File: src/rtl/bin_decode_ctrl.sv
// Bin decode controller: turns regular/bypass bin commands into decoder steps,
// keeps the bitstream bit budget and feeds bytes into the arithmetic decoder.
module bin_decode_ctrl #(
   parameter int unsigned BIN_WIDTH = 3,
   parameter int unsigned CNT_W     = 32
) (
   input  logic                 clk,
   input  logic                 reset,
   input  logic                 cmd_valid,
   output logic                 cmd_ready,
   input  logic [7:0]           cmd_pstate,
   input  logic                 cmd_bypass,
   input  logic [6:0]           cmd_nbins,
   output logic                 dec_en,
   output logic                 dec_bypass,
   output logic [7:0]           dec_pstate,
   output logic [2:0]           dec_nbin,
   input  logic [2:0]           dec_numbits,
   input  logic                 dec_renorm,
   input  logic [BIN_WIDTH-1:0] dec_bins,
   input  logic                 byte_valid,
   input  logic [7:0]           byte_data,
   output logic                 byte_ready,
   output logic                 feed_valid,
   output logic [7:0]           feed_byte,
   output logic [2:0]           feed_shift,
   output logic [2:0]           feed_lane,
   output logic                 bin_valid,
   output logic [BIN_WIDTH-1:0] bin_data,
   output logic [2:0]           bin_cnt,
   output logic [CNT_W-1:0]     bins_total,
   output logic                 busy
);

   localparam int unsigned REM_W = 7;
   localparam int unsigned NB_W  = 3;
   localparam int unsigned BN_W  = 4;

   typedef enum logic {IDLE, RUN} state_t;

   state_t                 state;
   logic [REM_W-1:0]       remaining;
   logic [BN_W-1:0]        bits_needed;
   logic [7:0]             pstate_q;
   logic                   bypass_q;
   logic                   bin_valid_q;
   logic [BIN_WIDTH-1:0]   bin_data_q;
   logic [NB_W-1:0]        bin_cnt_q;
   logic [CNT_W-1:0]       total_q;

   logic [NB_W-1:0]        n;
   logic [NB_W-1:0]        add;
   logic [BN_W:0]          s;
   logic                   need_byte;
   logic                   step;
   logic                   take;
   logic [BIN_WIDTH-1:0]   bin_mask;

   // Step sizing and bit budget; bits_needed is signed, s is its sign-extended sum.
   always_comb begin
      n         = '0;
      add       = '0;
      s         = '0;
      need_byte = 1'b0;
      step      = 1'b0;
      take      = 1'b0;
      bin_mask  = '0;
      if (state == RUN) begin
         if (bypass_q) begin
            n   = (remaining < REM_W'(BIN_WIDTH)) ? remaining[NB_W-1:0] : NB_W'(BIN_WIDTH);
            add = n;
         end else begin
            n   = NB_W'(1);
            add = dec_renorm ? dec_numbits : '0;
         end
         s         = {bits_needed[BN_W-1], bits_needed} + {2'b00, add};
         need_byte = ~s[BN_W];
         step      = reset & (~need_byte | byte_valid);
         take      = step & need_byte;
      end
      for (int unsigned i = 0; i < BIN_WIDTH; i++) begin
         if (NB_W'(i) < n) bin_mask[i] = 1'b1;
      end
   end

   // Command FSM, bit budget and bin emission registers.
   always_ff @(posedge clk) begin
      if (!reset) begin
         state       <= IDLE;
         remaining   <= '0;
         bits_needed <= BN_W'(4'b1000);
         pstate_q    <= '0;
         bypass_q    <= 1'b0;
         bin_valid_q <= 1'b0;
         bin_data_q  <= '0;
         bin_cnt_q   <= '0;
         total_q     <= '0;
      end else begin
         bin_valid_q <= step;
         bin_data_q  <= step ? (dec_bins & bin_mask) : '0;
         bin_cnt_q   <= step ? (n - NB_W'(1)) : '0;
         if (step) total_q <= total_q + CNT_W'(n);
         case (state)
            IDLE: begin
               if (cmd_valid && (cmd_nbins != '0)) begin
                  pstate_q  <= cmd_pstate;
                  bypass_q  <= cmd_bypass;
                  remaining <= cmd_nbins;
                  state     <= RUN;
               end
            end
            RUN: begin
               if (step) begin
                  bits_needed <= take ? (s[BN_W-1:0] - BN_W'(8)) : s[BN_W-1:0];
                  remaining   <= remaining - REM_W'(n);
                  if (remaining == REM_W'(n)) state <= IDLE;
               end
            end
            default: state <= IDLE;
         endcase
      end
   end

   assign cmd_ready  = reset & (state == IDLE);
   assign busy       = reset & (state == RUN);
   assign dec_en     = step;
   assign dec_bypass = bypass_q;
   assign dec_pstate = pstate_q;
   assign dec_nbin   = (state == RUN) ? (n - NB_W'(1)) : '0;
   assign byte_ready = take;
   assign feed_valid = take;
   assign feed_byte  = take ? byte_data : '0;
   assign feed_shift = take ? s[NB_W-1:0] : '0;
   // -bits_needed-1 is the bitwise inverse in two's complement.
   assign feed_lane  = take ? ~bits_needed[NB_W-1:0] : '0;
   assign bin_valid  = reset & bin_valid_q;
   assign bin_data   = reset ? bin_data_q : '0;
   assign bin_cnt    = reset ? bin_cnt_q : '0;
   assign bins_total = total_q;

endmodule

File: config.mk
export PLATFORM = sky130hd
export DESIGN_NAME = bin_decode_ctrl
export DESIGN_NICKNAME = d
export VERILOG_FILES = /design/src/rtl/bin_decode_ctrl.sv
export SDC_FILE = /design/constraint.sdc
export NUM_CORES = 1
export LEC_CHECK = 0
export CORE_ASPECT_RATIO = 1.75
export CORE_UTILIZATION = 35
export CTS_BUF_LIST = sky130_fd_sc_hd__clkbuf_2
export CTS_CLUSTER_SIZE = 40
export DETAILED_ROUTE_END_ITERATION = 10
export SYNTH_ARGS = -nofsm -noshare
export SYNTH_HDL_FRONTEND = slang
export SYNTH_SLANG_ARGS = --single-unit
File: constraint.sdc
create_clock -name clk -period 7.01 [get_ports clk]
set_input_delay 1.402 -clock clk [delete_from_list [all_inputs] [get_ports clk]]
set_output_delay 1.402 -clock clk [all_outputs]
set_load 0.01 [all_outputs]
==> metrics <==
Worst-Margin Slew=0.9088 ns; DRC Markers=0; worst clock skew=0.03101 ns; first-pass GRT wire length=14.35 mm; Total GRT Usage=19.77%; post-synth top area cell=dfxtp_1; RSZ-0062 raised after global routing=false; count of final setup violators=0; fmax=175.1 MHz; num ports=105; initial drt markers=175; Pwr per Cell Area=163.6 mW/mm^2; Post-Synth Adder-Cell Area=6.199%; Yosys reg bits=60; Max Cap Viol=0; Max VDD drop=0.1044 mV; vias per cell=5.141; Post-CTS Resized=0; Synth Net Count=437; proportion of synthesized area in mux cells=4.472%; Worst Hold Depth=1; CP max-delay cell=clkdlybuf4s50_1; Synth cell types=48; Synth Area in Simple Gates=28.99%; dpl hpwl=~6.5 mm; 1st-pass router iterations=5; Root Buffer=clkbuf_2; CTS tree=built; WL final=8.860 mm; Slew HR=between 30% and 40%; Final Critical Period=5.712 ns; ranking of synthesized cells by area=dfxtp_1 38%, a21oi_1 4.9%, nor2_1 4.8%, and2_1 4.3%, ha_1 4.3%; Synth Flop Type=dfxtp_1; critical path data arrival time=4.31 ns; reg2reg start=remaining[4]; GR Overflow Total=0; via count=3146; status=finished, final reports clean; synthesized area per cell=~8.2 um^2; met3 usage=5.267%; H-tree depth=3; Worst Path Required=roughly 5.6 ns; sequential fraction of the synthesis area=a little under two fifths; core box area=0.008783 mm^2; leakage power=about 1.7 nW; commonest cells in the netlist=60 x dfxtp_1, 41 x nor2_1, 35 x nand2_1; clk buf depth=2; CTS clk-pin slew, worst paths=0.19 ns; CTS Buf Count=9; CP peak stage delay=just under 0.6 ns; hold endpoint=bins_total[31]; Setup TNS=0 ns; Worst Reg-to-Reg Cells=9; yosys warns=0; Final Slew Violations=0; FP Rows=45; initial antenna violation count=1; pin count of the biggest net entering global routing=46; endpoint type of the worst setup path=primary output; Final Net Count=538; Total Power=0.7250 mW; Reg2Reg Setup Slack=3.10 ns; final hold vios=0; gpl congestion=0.8922; Synth Area in Compound Gates=14.01%; area delta synth->final=38.92%; largest family of logic cells by synthesized area=simple AND/OR/NAND/NOR gates; met2 usage=between 30% and 40%; number of synthesized flops with an enable pin=0; number of port buffers=104; Starting Density=36.31%; routing usage on met1=21.21%; period utilization=between 80% and 90%; Hold Crit Class=flip-flop to flip-flop; min-delay src=bins_total[31]; cell with the most instances after synthesis=dfxtp_1; Skew-Pair Late Insertion Delay=0.53 ns; synthesized area=0.003189 mm^2; Die W=74.16 um; Die H=128.3 um; layout cells sized above 1=5.870%; Startpoint Class=input port; Syn Inst Count=388; Post-synth ARST share=0%; Die Area=0.009513 mm^2; Critical R2R Capture=bins_total[24]; worst path cell trace=clkdlybuf4s50_1, a21oi_1, a31oi_1, ha_1, fa_1, nand2_1, a21o_1, nand2_1, clkinv_1, clkdlybuf4s50_1; CTS Hold Bufs=0; Worst Path Max Fanout=11; top cell type's share of synthesized area=37.66%; GRT busiest layer=met2; WS Path Type=input port to primary output; Clock Sink Count=60; DR WL/cell=14.48 um; Synth Area in XOR/XNOR=roughly 3.8%; post-CTS setup buffers=0; ANT nets after route=0; vias in the first global route=roughly 3100
registers in the layout, indices dropped and copies added, names as in the netlist:
name,count
remaining,7
dec_bypass,1
bits_needed,4
bin_cnt_q,3
bins_total,32
dec_pstate,8
bin_valid_q,1
bin_data_q,3
state,1
cells by family after synthesis:
| family | count (synthesis) |
|---|---|
| muxes | 14 |
| and+or+nand+nor | 175 |
| buffers and inverters | 35 |
| other | 2 |
| adders and majority gates | 14 |
| AOI/OAI and AO/OA | 74 |
| xor gates and xnor gates | 14 |
| DFF | 60 |
how the worst max path moves through the flow:
stage / cells after the start / slack (ns) / from / endpoint
final: 10 / 1.30 / dec_renorm / dec_en
after global routing: 9 / 1.11 / remaining[4] / dec_en
after CTS: 10 / 1.29 / dec_renorm / dec_en
after detailed placement: 10 / 1.31 / dec_renorm / dec_en
after global placement: 10 / 1.40 / dec_renorm / dec_en
after floorplan: 9 / 2.41 / dec_numbits[0] / feed_shift[2]
critical path, delay by kind of cell:
kind | cells | cell delay [ns]
AO/OA/AOI/OAI | 3 | 0.60
buffers and inverters | 3 | 1.27
adder cells (fa/ha/maj) | 2 | 0.64
AND/OR/NAND/NOR | 2 | 0.40
per-stage QoR:
step	setup WS (ns)	utilization (%)	instance area, um^2	hold WS (ns)	cells
floorplan	2.409	-	3189	0.4540	388
global placement	1.404	49.19	4320	0.4628	595
detailed placement	1.310	49.19	4320	0.4705	595
CTS	1.290	50.41	4428	0.4931	611
global route	1.106	50.44	4431	0.5189	612
finish	1.298	50.44	4431	0.4855	612
area by class of cell:
class,instances,area [um^2]
Timing Repair Buffer,107,1064
Fill cell,900,4353
Inverter,18,67.56
Antenna cell,1,2.502
Sequential cell,60,1201
Clock inverter,5,52.55
Clock buffer,11,55.05
Multi-Input combinational cell,293,1842
Tap cell,117,146.4
cells in the final DEF (no fill, tap or decap), drive strengths merged, types with 6 or more instances in the layout:
cell type	netlist	routed
o21ai	14	14
a211oi	6	6
nand2	35	35
inv	17	17
and3	7	7
a21oi	31	31
nor4	8	8
mux2i	12	12
dfxtp	60	60
xnor2	9	9
nand4	9	9
clkdlybuf4s50	0	104
clkbuf	13	11
nor3	6	6
nand3	15	15
nor2	41	41
and2	22	22
o31ai	12	12
ha	11	11
or4	11	11
power breakdown:
part / internal (mW) / switching (mW) / total, mW / leakage [nW]
sequential: 0.355 / 0.0106 / 0.366 / 0.488
clock: 0.0834 / 0.132 / 0.216 / 0.0717
combinational: 0.0704 / 0.0735 / 0.144 / 1.09
total: 0.509 / 0.216 / 0.725 / 1.65
metal layers:
layer,vias up,wire [um],share of wire [%]
met5,-,0,0
met1,1467,3477,39
met3,9,481,5.4
li1,1579,-,-
met4,0,140,1.6
met2,91,4760,54
Note: power is estimated with default switching activity, not from simulation.
